## src/rtl/alu_pipe_flags_if.sv

```systemverilog
// Operation/result handshake bundle between the operand stage, the ALU and writeback.
// master drives operations and out_ready; slave is the ALU.
interface alu_pipe_flags_if #(
  parameter int WIDTH = 32
);
  logic             in_valid;
  logic             in_ready;
  logic [WIDTH-1:0] src1;
  logic [WIDTH-1:0] src2;
  logic             src2_shifted;
  logic             src2_carry;
  logic [3:0]       cmd;
  logic             mul;
  logic             set_flags;
  logic             out_valid;
  logic             out_ready;
  logic [WIDTH-1:0] result;
  logic             result_wr;
  logic [3:0]       nzcv;
  logic             busy;

  modport master (
    output in_valid, src1, src2, src2_shifted, src2_carry, cmd, mul, set_flags, out_ready,
    input  in_ready, out_valid, result, result_wr, nzcv, busy
  );

  modport slave (
    input  in_valid, src1, src2, src2_shifted, src2_carry, cmd, mul, set_flags, out_ready,
    output in_ready, out_valid, result, result_wr, nzcv, busy
  );
endinterface

```

## src/rtl/alu_pipe_flags.sv

```systemverilog
// Handshaked ALU with a registered result stage, an owned NZCV register and an
// optional shift-add multiplier that retires one multiplier bit per cycle.
module alu_pipe_flags #(
  parameter int WIDTH  = 32,
  parameter bit MUL_EN = 1'b1
) (
  input logic              CLOCK_50,
  input logic              RESET_N,
  alu_pipe_flags_if.slave  bus
);
  localparam logic [1:0] ST_IDLE = 2'd0;
  localparam logic [1:0] ST_MUL  = 2'd1;
  localparam logic [1:0] ST_DONE = 2'd2;
  localparam int CW = $clog2(WIDTH + 1);

  logic [1:0]       state_reg;
  logic [CW-1:0]    cnt_reg;
  logic [WIDTH-1:0] acc_reg;
  logic [WIDTH-1:0] mcand_reg;
  logic [WIDTH-1:0] mplier_reg;
  logic             mul_set_reg;
  logic             out_valid_reg;
  logic             result_wr_reg;
  logic [WIDTH-1:0] result_reg;
  logic [3:0]       nzcv_reg;

  logic             accept;
  logic             is_mul;
  logic             is_cmp;
  logic             is_arith;
  logic [WIDTH-1:0] op_a;
  logic [WIDTH-1:0] op_b;
  logic             c_in;
  logic [WIDTH:0]   sum;
  logic [WIDTH-1:0] logic_val;
  logic [WIDTH-1:0] alu_val;
  logic             alu_c;
  logic             alu_v;
  logic [3:0]       alu_flags;

  // The DONE cycle also blocks new operations: the multiply result owns the output stage next.
  assign bus.in_ready = (state_reg == ST_IDLE) && (!out_valid_reg || bus.out_ready);
  assign accept       = bus.in_valid && bus.in_ready;
  assign is_mul       = MUL_EN && bus.mul;
  assign is_cmp       = (bus.cmd[3:2] == 2'b10);

  // Every subtract form is an add of the inverted operand; carry-out is then NOT borrow.
  always_comb begin
    op_a     = bus.src1;
    op_b     = bus.src2;
    c_in     = 1'b0;
    is_arith = 1'b1;
    case (bus.cmd)
      4'h2, 4'hA: begin op_b = ~bus.src2; c_in = 1'b1; end
      4'h3:       begin op_a = bus.src2; op_b = ~bus.src1; c_in = 1'b1; end
      4'h4, 4'hB: c_in = 1'b0;
      4'h5:       c_in = nzcv_reg[1];
      4'h6:       begin op_b = ~bus.src2; c_in = nzcv_reg[1]; end
      4'h7:       begin op_a = bus.src2; op_b = ~bus.src1; c_in = nzcv_reg[1]; end
      default:    is_arith = 1'b0;
    endcase
  end

  always_comb begin
    logic_val = '0;
    case (bus.cmd)
      4'h0, 4'h8: logic_val = bus.src1 & bus.src2;
      4'h1, 4'h9: logic_val = bus.src1 ^ bus.src2;
      4'hC:       logic_val = bus.src1 | bus.src2;
      4'hD:       logic_val = bus.src2;
      4'hE:       logic_val = bus.src1 & ~bus.src2;
      4'hF:       logic_val = ~bus.src2;
      default:    logic_val = '0;
    endcase
  end

  assign sum       = {1'b0, op_a} + {1'b0, op_b} + {{WIDTH{1'b0}}, c_in};
  assign alu_val   = is_arith ? sum[WIDTH-1:0] : logic_val;
  assign alu_c     = is_arith ? sum[WIDTH]
                              : (bus.src2_shifted ? bus.src2_carry : nzcv_reg[1]);
  // Carry-in can never overflow operands of opposite sign, so the two-operand rule covers ADC/SBC/RSC.
  assign alu_v     = is_arith ? ((op_a[WIDTH-1] == op_b[WIDTH-1]) && (sum[WIDTH-1] != op_a[WIDTH-1]))
                              : nzcv_reg[0];
  assign alu_flags = {alu_val[WIDTH-1], (alu_val == '0), alu_c, alu_v};

  always_ff @(posedge CLOCK_50 or negedge RESET_N) begin
    if (!RESET_N) begin
      state_reg     <= ST_IDLE;
      cnt_reg       <= '0;
      acc_reg       <= '0;
      mcand_reg     <= '0;
      mplier_reg    <= '0;
      mul_set_reg   <= 1'b0;
      out_valid_reg <= 1'b0;
      result_wr_reg <= 1'b0;
      result_reg    <= '0;
      nzcv_reg      <= 4'b0000;
    end else begin
      case (state_reg)
        ST_IDLE: begin
          if (accept && is_mul) begin
            state_reg     <= ST_MUL;
            cnt_reg       <= '0;
            acc_reg       <= '0;
            mcand_reg     <= bus.src1;
            mplier_reg    <= bus.src2;
            mul_set_reg   <= bus.set_flags;
            out_valid_reg <= 1'b0;
          end else if (accept) begin
            if (!is_cmp) result_reg <= alu_val;
            result_wr_reg <= !is_cmp;
            out_valid_reg <= 1'b1;
            if (bus.set_flags || is_cmp) nzcv_reg <= alu_flags;
          end else if (bus.out_ready) begin
            out_valid_reg <= 1'b0;
          end
        end
        ST_MUL: begin
          if (mplier_reg[0]) acc_reg <= acc_reg + mcand_reg;
          mcand_reg  <= mcand_reg << 1;
          mplier_reg <= mplier_reg >> 1;
          cnt_reg    <= cnt_reg + CW'(1);
          if (cnt_reg == CW'(WIDTH - 1)) state_reg <= ST_DONE;
          if (bus.out_ready) out_valid_reg <= 1'b0;
        end
        ST_DONE: begin
          if (!out_valid_reg || bus.out_ready) begin
            result_reg    <= acc_reg;
            result_wr_reg <= 1'b1;
            out_valid_reg <= 1'b1;
            if (mul_set_reg) nzcv_reg[3:2] <= {acc_reg[WIDTH-1], (acc_reg == '0)};
            state_reg     <= ST_IDLE;
          end
        end
        default: state_reg <= ST_IDLE;
      endcase
    end
  end

  assign bus.out_valid = out_valid_reg;
  assign bus.result    = result_reg;
  assign bus.result_wr = result_wr_reg;
  assign bus.nzcv      = nzcv_reg;
  assign bus.busy      = (state_reg == ST_MUL);
endmodule

```

## src/flat_wrapper.sv

```systemverilog
// flat-port wrapper written by rule: the top's interface ports become plain ports
module alu_pipe_flags_flat 
#(
  parameter int WIDTH  = 32,
  parameter bit MUL_EN = 1'b1
)
  (CLOCK_50, RESET_N, bus_in_valid, bus_src1, bus_src2, bus_src2_shifted, bus_src2_carry, bus_cmd, bus_mul, bus_set_flags, bus_out_ready, bus_in_ready, bus_out_valid, bus_result, bus_result_wr, bus_nzcv, bus_busy);
  alu_pipe_flags_if #(.WIDTH(WIDTH)) bus_i ();
  input logic CLOCK_50;
  input logic RESET_N;
  input wire logic [$bits(bus_i.in_valid)-1:0] bus_in_valid;
  input wire logic [$bits(bus_i.src1)-1:0] bus_src1;
  input wire logic [$bits(bus_i.src2)-1:0] bus_src2;
  input wire logic [$bits(bus_i.src2_shifted)-1:0] bus_src2_shifted;
  input wire logic [$bits(bus_i.src2_carry)-1:0] bus_src2_carry;
  input wire logic [$bits(bus_i.cmd)-1:0] bus_cmd;
  input wire logic [$bits(bus_i.mul)-1:0] bus_mul;
  input wire logic [$bits(bus_i.set_flags)-1:0] bus_set_flags;
  input wire logic [$bits(bus_i.out_ready)-1:0] bus_out_ready;
  output wire logic [$bits(bus_i.in_ready)-1:0] bus_in_ready;
  output wire logic [$bits(bus_i.out_valid)-1:0] bus_out_valid;
  output wire logic [$bits(bus_i.result)-1:0] bus_result;
  output wire logic [$bits(bus_i.result_wr)-1:0] bus_result_wr;
  output wire logic [$bits(bus_i.nzcv)-1:0] bus_nzcv;
  output wire logic [$bits(bus_i.busy)-1:0] bus_busy;
  assign bus_i.in_valid = bus_in_valid;
  assign bus_i.src1 = bus_src1;
  assign bus_i.src2 = bus_src2;
  assign bus_i.src2_shifted = bus_src2_shifted;
  assign bus_i.src2_carry = bus_src2_carry;
  assign bus_i.cmd = bus_cmd;
  assign bus_i.mul = bus_mul;
  assign bus_i.set_flags = bus_set_flags;
  assign bus_i.out_ready = bus_out_ready;
  assign bus_in_ready = bus_i.in_ready;
  assign bus_out_valid = bus_i.out_valid;
  assign bus_result = bus_i.result;
  assign bus_result_wr = bus_i.result_wr;
  assign bus_nzcv = bus_i.nzcv;
  assign bus_busy = bus_i.busy;
  alu_pipe_flags #(.WIDTH(WIDTH), .MUL_EN(MUL_EN)) u_core (.CLOCK_50(CLOCK_50), .RESET_N(RESET_N), .bus(bus_i));
endmodule
```

## config.mk

```make
export PLATFORM = sky130hd
export DESIGN_NAME = alu_pipe_flags_flat
export DESIGN_NICKNAME = d
export VERILOG_FILES = /design/src/rtl/alu_pipe_flags_if.sv /design/src/rtl/alu_pipe_flags.sv /design/src/flat_wrapper.sv
export SDC_FILE = /design/constraint.sdc
export NUM_CORES = 1
export LEC_CHECK = 0
export BUFFER_PORTS_ARGS = -buffer_cell sky130_fd_sc_hd__buf_2
export CORE_ASPECT_RATIO = 0.5
export CORE_MARGIN = 10
export CORE_UTILIZATION = 50
export DETAILED_ROUTE_END_ITERATION = 16
export PLACE_DENSITY = 0.69
export SLEW_MARGIN = 10
export SYNTH_ARGS = -nofsm -noshare
export SYNTH_HDL_FRONTEND = slang
export SYNTH_SLANG_ARGS = --single-unit
```

## constraint.sdc

```tcl
create_clock -name CLOCK_50 -period 4.8 [get_ports CLOCK_50]
set_input_delay 0.72 -clock CLOCK_50 [delete_from_list [all_inputs] [get_ports CLOCK_50]]
set_output_delay 0.72 -clock CLOCK_50 [all_outputs]
set_load 0.005 [all_outputs]
```

# Yosys cells after proc, flatten, opt, wreduce, memory -nomap -nowiden
# Index checks and enable logic that the tools add are counted.
# Widths: inputs -> output; s select.
[word_totals]
ff_bits = 143
inputBits = 76
[classes]
addsub = 4
n_eq_ne = 30
mux = 41
n_bitwise = 7
n_reduce_logical = 33
[op_table]
columns = ["op", "count"]
rows = [
  ["$mux 32", 10],
  ["$pmux 32 s2", 5],
  ["$pmux 32 s6", 1],
  ["$and 32x32->32", 2],
  ["$logic_not 32->1", 2],
  ["$not 32->32", 2],
  ["$add 32x32->33", 1],
  ["$add 33x1->33", 1],
  ["$add 32x32->32", 1],
  ["$eq 4x4->1 const B", 8],
  ["$or 32x32->32", 1],
  ["$xor 32x32->32", 1],
  ["$eq 4x3->1 const B", 4],
  ["$reduce_and 5->1", 3],
  ["$mux 4", 3],
  ["$pmux 6 s2", 1],
  ["$mux 1", 10],
  ["$mux 2", 5],
  ["$ne 2x1->1 const B", 5],
  ["$reduce_or 3->1", 3],
  ["$eq 4x2->1 const B", 2],
  ["$ne 2x2->1 const B", 4],
  ["$reduce_or 8->1", 1],
  ["$add 6x1->6 const B", 1],
  ["24 further kinds", 38],
]

# Depth between registers and ports, before layout
# Gate-level depths: netlist of run 1.
[depth]
depth_word = 12
depth_mapped = 24
depth_no_buf = 19

# Worst setup path after synthesis of run 1
# OpenSTA, ideal clock, no wires.
[synth_timing]
path_kind = "input to register"
startpoint = "in bus_cmd[1]"
endpoint = "reg u_core.nzcv_reg[2] (netlist: u_core.bus.nzcv[2])"
t_arrival_ns = 5.032
required_time_ns = 4.731
path_slack_ns = -0.301
path_stages = 22
cell_sequence = "buf_2 buf_2 buf_1 clkbuf_1 nand3_1 nand2_1 clkbuf_1 nand2_1 o21ai_0 o21ai_0 ha_1 and4_4 and2b_1 a21bo_4 a211oi_2 o21a_2 mux2_4 a2111oi_4 nand4_1 nor4b_2 nand4_1 nand3_1"
[synth_between]
elab_chain_len = 11
[synth_lines]
columns = ["element", "line", "text"]
rows = [
  ["from (decl)", "flat_wrapper.sv:16", "input wire logic [$bits(bus_i.cmd)-1:0] bus_cmd;"],
  ["$eq 4x2->1, or another cell as far along", "alu_pipe_flags.sv:53", "case (bus.cmd)"],
  ["$reduce_or 3->1 (no line) / $reduce_or 2->1 (equally long branches)", "--", ""],
  ["$pmux 32 s2 / $mux 32 (equally long branches)", "alu_pipe_flags.sv:53", ""],
  ["$add 32x32->33", "alu_pipe_flags.sv:77", "assign sum = {1'b0, op_a} + {1'b0, op_b} + {{WIDTH{1'b0}}, c_in};"],
  ["$add 33x1->33", "alu_pipe_flags.sv:77", ""],
  ["$mux 32 (*)", "alu_pipe_flags.sv:78", "assign alu_val = is_arith ? sum[WIDTH-1:0] : logic_val;"],
  ["$logic_not 32->1 (*)", "alu_pipe_flags.sv:84", "assign alu_flags = {alu_val[WIDTH-1], (alu_val == '0), alu_c, alu_v};"],
  ["$mux 4 (*)", "alu_pipe_flags.sv:113", "if (bus.set_flags || is_cmp) nzcv_reg <= alu_flags;"],
  ["$mux 4 (*)", "alu_pipe_flags.sv:109", "end else if (accept) begin"],
  ["$mux 4 (*)", "alu_pipe_flags.sv:101", "if (accept && is_mul) begin"],
  ["$pmux 2 s2 (*)", "alu_pipe_flags.sv:99", "case (state_reg)"],
  ["to (signal assigned)", "alu_pipe_flags.sv:113", ""],
  ["to (signal assigned)", "alu_pipe_flags.sv:131", "if (mul_set_reg) nzcv_reg[3:2] <= {acc_reg[WIDTH-1], (acc_reg == '0)};"],
  ["to (decl)", "alu_pipe_flags.sv:25", "logic [3:0] nzcv_reg;"],
]
# Every way passes the cells marked *; elsewhere a longest branch is shown, timed or not. The select of a mux whose other input is x is not followed.
# A chain may end at the register's enable or synchronous reset.

# Final worst setup path of run 1
[layout_timing]
startpoint = "in bus_cmd[0]"
endpoint = "reg u_core.nzcv_reg[2] (netlist: u_core.bus.nzcv[2])"
# Same word-level chain as after synthesis.

==> impl_metrics.toml, run 1 <==
[cells_and_area]
n_fill_cell = 2512
post-route-util_pct = 56.8
drive_above_1_share_pct = 14.3
final_nets = 1994
syn_to_final_growth_pct = 12.5

[worst_setup_path]
startpoint = "bus_cmd[0]"
crit_path_frequent_cell = "nand2_1"
r2r_start = "u_core.bus.nzcv[1]"
worstSetupPathType = "primary input to register"
cp.required_ps = 5180
end_kind = "register"
crit_arrival_ps = 4770
max_stage_delay_ps = 440
cp_slowest_cell = "nor4_1"
crit_chain = "buf_2 -> inv_2 -> buf_4 -> nand3_1 -> nand2_1 -> buf_4 -> nand2_1 -> o21ai_0 -> o21ai_0 -> ha_1 -> inv_1 -> o31ai_1 -> a31oi_4 -> o2111ai_1 -> nor3b_1 -> nand2_1 -> nor4_1 -> nand4_1 -> nor4b_2 -> nand4_1 -> nand3_1"
crit_fanout = 23
critPathLaunchType = "primary input"

[logic_synthesis]
yosysTopAreaCell = "dfrtp_1"
syn_area_per_cell_um2 = 7.69
synth_seq_cells = 143
ys_seq_area_share_pct = 26.9
synth-edff-count = 0
async_flop_share_pct = 100
synthCells = 1730
synth_area_leaders = "dfrtp_1, o21ai_0, ha_1, nand2_1, mux2i_1"
ys_types = 95
yosys_warnings = 0
yosysTopAreaCellShare_pct = 26.9
syn_area_um2 = 13300
syn_nets = 1908
synth_ff_type = "dfrtp_1"
yosysMostFrequentCell = "o21ai_0"
synthTopCellsByCount = "o21ai_0, nand2_1, dfrtp_1"

[power_and_ir_drop]
seq_power_share_pct = 31.0
total_power_uw = 6760
comb_power_share_pct = 49.0
pwr-share-clk_pct = 20.0
p_int_uw = 3820
switchingPower_uw = 2950
leakagePower_uw = 0.00694
powerDensity_nw_per_um2 = 452
ir_worst_vdd_mv = 0.291
swShare_pct = 43.6

[routing]
drt-total-wl_um = 43400
ant_nets = 0
viasPerCell = 6.15
drt_iter0_drc = 1453
drtPass1Iterations = 5
vias = 13410
routedWlPerCell_um = 19.9
drc_errors = 0

[clocking]
clkTransAtPathRegs_ps = 70
cts-resized-gates = 0
cts.sinks = 143
clock_latency_ps = 450
root_buffer = "clkbuf_16"
cts_tree = "done"
htreeDepth = 4
post_cts_buffers = 0
clock_path_buffers = 2
cts_hold_buf = 0
cts_inserted_buffers = 17

[sta]
fin_skew_ps = 10.1
worst_slew_margin_rel_pct = 23.5
tns_ps = 0
timing.fmax_mhz = 228
period_minus_slack_ps = 4390
hold_viol_final = 0
slew_violations = 0
rsz0062_at_grt = "no"
max_slew.worst_pin.slew_ps = 1150
setup_viol = 0
period_share_pct = 91.4

[global_routing]
overflow = 0
grt_pass1_wl_um = 69600
grt_pass1_vias = 12436
grt_max_degree = 86
antenna_found_initial = 2
track_usage_pct = 25.4

[place]
gp_congestion = 0.966
io_buffers = 115
dp_hpwl_um = 33600

[min_path]
min_path_type = "primary input to async pin"

[floorplan]
die_area_um2 = 33900
die_y_um = 135
io_pins = 116
die_width_um = 251
initial_core_util_pct = 50.5
fp-row-count = 42
fp.coreArea_um2 = 26300

[job]
max_cap_violations = 0

[run_status]
status = "complete, no violations"
-- power groups by stage --
stage               registers (µW)  clock network [µW]  logic (µW)
global route                  2150                1430        3700
CTS                           2090                1370        3290
finish                        2100                1350        3310
global placement              2100                   0        3220
detailed placement            2110                   0        3270
floorplan                     1990                   0        2340
-- through the flow --
step	setup WS (ps)	hold slack [ps]	instance area [µm²]	instances
global placement	201	455	14400	2149
CTS	504	344	15000	2181
finish	414	305	15000	2182
detailed placement	108	461	14400	2149
floorplan	9.34	424	13300	1730
global route	126	386	15000	2181
-- critical path: cells and delay by family --
family | cells | cell delay (ps)
AOI/OAI and AO/OA | 5 | 890
adders and majority gates | 1 | 430
buffers and inverters | 5 | 720
and+or+nand+nor | 10 | 1980
-- kinds of logic (layout without fill, tap and decap cells) --
group | Yosys count | count (layout) | synth area share, %
and+or+nand+nor | 528 | 528 | 18.1
adders and majority gates | 102 | 102 | 9.77
DFF | 143 | 143 | 26.9
other | 0 | 1 | 0
xor gates and xnor gates | 41 | 41 | 2.70
AOI/OAI and AO/OA | 621 | 621 | 29.3
muxes | 93 | 93 | 7.15
buffers and inverters | 202 | 301 | 6.05
-- routing by layer --
metal	routed length [µm]	share of wire, %	GRT usage, %	vias to the layer above
li1	-	-	-	6471
met2	18800	43	38.4	525
met1	20000	46	34.9	6322
met4	1410	3.3	10.1	2
met5	11	0.025	0	-
met3	3190	7.4	5.29	90
-- cell type report --
class / count / area [µm²] / area share, %
inverters: 93 / 349 / 2.33
multi-input cells: 1385 / 8960 / 59.9
diodes: 1 / 2.50 / 0.0167
repair buffers: 176 / 1050 / 7.03
well taps: 352 / 440 / 2.94
clock inverters: 13 / 139 / 0.928
clock buffers: 19 / 443 / 2.96
flip-flops and latches: 143 / 3580 / 23.9
-- path summary, 6_finish.rpt --
check	depth (start not counted)	end	slack, ps
max	21	u_core.bus.nzcv[2]	410
min	1	u_core.mplier_reg[23]	310
max reg2reg	17	u_core.bus.nzcv[2]	470
min reg2reg	1	u_core.bus.result[13]	470
max in group asynchronous	2	u_core.acc_reg[3]	3530
min in group CLOCK_50	1	u_core.bus.result[13]	470
-- placed cells by master (no fill, tap or decap), drive strengths merged, types with 27 or more instances in the layout --
cell	instances
inv	94
mux2i	80
ha	99
dfrtp	143
o21ai	283
nand2	253
buf	176
a211oi	27
a21o	32
nor2	92
nand3	56
a21oi	118
No activity file was read; power rests on OpenSTA's default activity.
==> run 2, diff against run 1 <==
- REMOVE_ABC_BUFFERS: unset -> 1
==> impl_metrics.toml, run 2 (synthesis gave the netlist of run 1 again) <==
[run_status]
status = "complete, no violations"

[place]
dp_hpwl_um = 32800
dp_slack_ps = -65.0
gp_congestion = 0.947
dpl_cell_area_um2 = 14400
io_buffers = 115

[worst_setup_path]
end_kind = "register"
crit_arrival_ps = 4850
worstSetupPathType = "primary input to register"
crit_fanout = 13
critPathLaunchType = "primary input"
cp.required_ps = 5190

[global_routing]
met3_usage_pct = 4.68
grt.met2_usage_pct = 39.3
grt_pass1_vias = 12445
overflow = 0
track_usage_pct = 25.1
grtUsageMet1_pct = 34.0
grt_pass1_wl_um = 69200
antenna_found_initial = 2
top_usage_layer = "met2"
grt_max_degree = 104

[cells_and_area]
post-route-util_pct = 56.9
drive_above_1_share_pct = 14.1
final_nets = 1995
final_common_cell = "o21ai_0"
finalInstanceArea_um2 = 15000
syn_to_final_growth_pct = 12.6
final_cell_mix = "o21ai_0, nand2_1, dfrtp_1"

[floorplan]
initial_core_util_pct = 50.5
die_y_um = 135
io_pins = 116
die_width_um = 251
die_area_um2 = 33900
fp-row-count = 42
fp.coreArea_um2 = 26300

[power_and_ir_drop]
total_power_uw = 6840
leakagePower_uw = 0.00694
powerDensity_nw_per_um2 = 457
ir_worst_vdd_mv = 0.273

[sta]
fin_ws_ps = 338
hold_viol_final = 0
slew_violations = 0
worst_slew_margin_rel_pct = 24.6
period_minus_slack_ps = 4460
period_share_pct = 93.0
timing.fmax_mhz = 224
max_slew.worst_pin.slew_ps = 1130
tns_ps = 0
fin_skew_ps = 11.7
rsz0062_at_grt = "no"
setup_viol = 0

[clocking]
cts-resized-gates = 0
post_cts_buffers = 0
cts_hold_buf = 0
cts_tree = "done"
cts.sinks = 143
cts_inserted_buffers = 17
htreeDepth = 4
clock_latency_ps = 460
root_buffer = "clkbuf_16"
clkTransAtPathRegs_ps = 60
clock_path_buffers = 2

[routing]
ant_nets = 0
drt_iter0_drc = 1208
drtPass1Iterations = 6
viasPerCell = 6.09
vias = 13285
drc_errors = 0
routedWlPerCell_um = 19.8
drt-total-wl_um = 43100

[job]
max_cap_violations = 0

[min_path]
min_path_type = "primary input to async pin"
## run 2: stage by stage
stage | instances | hold WS (ps)
2_1_floorplan | 1621 | 424
3_3_place_gp | 2150 | 458
3_5_place_dp | 2150 | 465
4_1_cts | 2180 | 353
5_1_grt | 2180 | 388
6_report | 2181 | 325
## run 2: layer usage
layer,part of all wire (%),vias to the layer above
met5,0,-
met4,3.0,0
met3,7.0,79
li1,-,6461
met1,46,6293
met2,44,452
## run 2: worst paths after layout
| check | startpoint | to | slack [ps] | depth (start not counted) |
|---|---|---|---|---|
| max in group asynchronous | RESET_N | u_core.cnt_reg[0] | 3530 | 2 |
| min in group CLOCK_50 | u_core.bus.result[17] | u_core.bus.result[17] | 470 | 2 |
| min | RESET_N | u_core.bus.nzcv[1] | 320 | 1 |
| max | bus_cmd[0] | u_core.bus.nzcv[2] | 340 | 20 |
| min reg2reg | u_core.bus.result[17] | u_core.bus.result[17] | 470 | 2 |
| max reg2reg | u_core.bus.nzcv[1] | u_core.bus.nzcv[2] | 420 | 17 |
## run 2: area by class of cell
type | count | area, µm²
fill | 2525 | 11400
multi-input combinational | 1385 | 8960
sequential | 143 | 3580
timing repair buffer | 177 | 1050
clock buffer | 21 | 460
tap | 352 | 440
inverter | 93 | 349
clock inverter | 9 | 135
antenna | 1 | 2.50
## run 2: power breakdown
part | switching [µW] | internal, µW
Sequential | 406 | 1690
Clock | 569 | 840
Combinational | 1970 | 1350
Total | 2950 | 3890
## run 2: worst max-delay path, cell delays in order
cell	delay, ps
buf_2	110
inv_2	140
nor2_1	90
nand2_2	200
o22ai_1	120
a31oi_1	210
fa_1	240
inv_1	70
fa_1	490
a211oi_2	310
o21bai_1	230
o21ai_0	290
a311oi_1	140
nor3b_1	320
nand3_1	150
nor4_2	300
nand4_1	220
nor4b_2	280
nand4_1	120
nand3_1	100
==> run 3, diff against run 2 <==
--- a/constraint.sdc
+++ b/constraint.sdc
@@ -3,2 +3,2 @@
 set_output_delay 0.72 -clock CLOCK_50 [all_outputs]
-set_load 0.005 [all_outputs]
+set_load 0.1 [all_outputs]
==> impl_metrics.toml, run 3 (synthesis gave the netlist of run 1 again) <==
[floorplan]
fp.coreArea_um2 = 26300
fp-row-count = 42
die_width_um = 251
initial_core_util_pct = 50.5
io_pins = 116
die_y_um = 135
die_area_um2 = 33900

[sta]
slew_violations = 0
worst_slew_margin_rel_pct = 27.3
hold_viol_final = 0
whs_ps = 329
timing.fmax_mhz = 222
max_slew.worst_pin.slew_ps = 1090
period_share_pct = 93.8
fin_skew_ps = 5.52
rsz0062_at_grt = "no"
setup_viol = 0
period_minus_slack_ps = 4500

[global_routing]
track_usage_pct = 24.5
overflow = 0
antenna_found_initial = 4
grt_pass1_vias = 12199
grt_pass1_wl_um = 67200
grt_max_degree = 85

[place]
gp_congestion = 0.942
io_buffers = 115
dp_hpwl_um = 32300

[routing]
vias = 13295
routedWlPerCell_um = 19.4
drt-total-wl_um = 42300
drtPass1Iterations = 5
ant_nets = 0
drc_errors = 0
viasPerCell = 6.10
drt_iter0_drc = 1200

[cells_and_area]
final_cell_mix = "o21ai_0, nand2_1, dfrtp_1"
post-route-util_pct = 56.7
syn_to_final_growth_pct = 12.3
diodes = 0
final_common_cell = "o21ai_0"
drive_above_1_share_pct = 14.1
final_nets = 1992

[worst_setup_path]
r2r_start = "u_core.bus.nzcv[1]"
end_kind = "register"
crit_fanout = 13
critPathLaunchType = "primary input"
crit_arrival_ps = 4890
cp.required_ps = 5190
worstSetupPathType = "primary input to register"
startpoint = "bus_cmd[1]"

[clocking]
clock_path_buffers = 2
htreeDepth = 4
cts_tree = "done"
clock_latency_ps = 450
cts_inserted_buffers = 17
clkTransAtPathRegs_ps = 60
post_cts_buffers = 0
cts.sinks = 143
root_buffer = "clkbuf_16"

[run_status]
status = "complete, no violations"

[job]
max_cap_violations = 0

[power_and_ir_drop]
p_int_uw = 3770
leakagePower_uw = 0.00693
seq_power_share_pct = 26.9
switchingPower_uw = 4010
comb_power_share_pct = 56.3
swShare_pct = 51.6
powerDensity_nw_per_um2 = 521
ir_worst_vdd_mv = 0.312
pwr-share-clk_pct = 16.8

[min_path]
min_path_type = "primary input to async pin"
[run 3: final cells by class]
type,instances,area [µm²]
Tap cell,352,440
Fill cell,2529,11400
Inverter,93,349
Multi-Input combinational cell,1385,8960
Timing Repair Buffer,174,1050
Clock inverter,13,114
Sequential cell,143,3580
Clock buffer,18,439
[run 3: worst paths after layout]
path                       depth (start not counted)                    end  slack (ps)
max                                               17     u_core.bus.nzcv[2]         300
min                                                1  u_core.mplier_reg[27]         330
max reg2reg                                       17     u_core.bus.nzcv[2]         420
min reg2reg                                        2  u_core.bus.result[17]         470
max in group asynchronous                          2      u_core.cnt_reg[3]        3620
min in group CLOCK_50                              2  u_core.bus.result[17]         470
[run 3: power by group through the flow]
stage                     registers, µW  logic [µW]  clock network (µW)
after global placement             2090        4300                   0
after CTS                          2090        4360                1330
after global routing               2150        4780                1380
after detailed placement           2100        4350                   0
final                              2090        4380                1310
after floorplan                    2980        2380                   0
[run 3: what timing repair did]
action                     4_1_cts  5_1_grt
hold buffers                     0        0
resized for setup                0        4
setup endpoints to repair        0        1
[run 3: stage by stage]
step	setup slack, ps	instance area [µm²]	setup TNS, ps	power (µW)	instances
after CTS	432	14900	0	7780	2178
after global routing	52.2	14900	0	8310	2178
after global placement	119	14400	0	6390	2147
after detailed placement	5.57	14400	0	6450	2147
final	297	14900	0	7780	2178
after floorplan	-1650	12800	-169280	5360	1621
[run 3: metal layers]
layer,up-vias,GRT usage (%),wire length [µm]
li1,6466,-,-
met1,6248,32.4,19000
met2,482,38.0,18500
met3,97,5.73,3330
met4,2,10.1,1450
met5,-,0,13
[run 3: worst max-delay path, stage by stage]
cell and delay [ps]:
buf_2 330, nand2_2 240, a31oi_1 280, fa_1 230, inv_1 60, fa_1 480
a211oi_2 320, o21bai_2 170, a31oi_4 310, o41ai_1 110, nor3b_1 330, nand2_1 120
nor4_2 360, nand4_1 240, nor4b_2 310, nand4_1 150, nand3_1 110
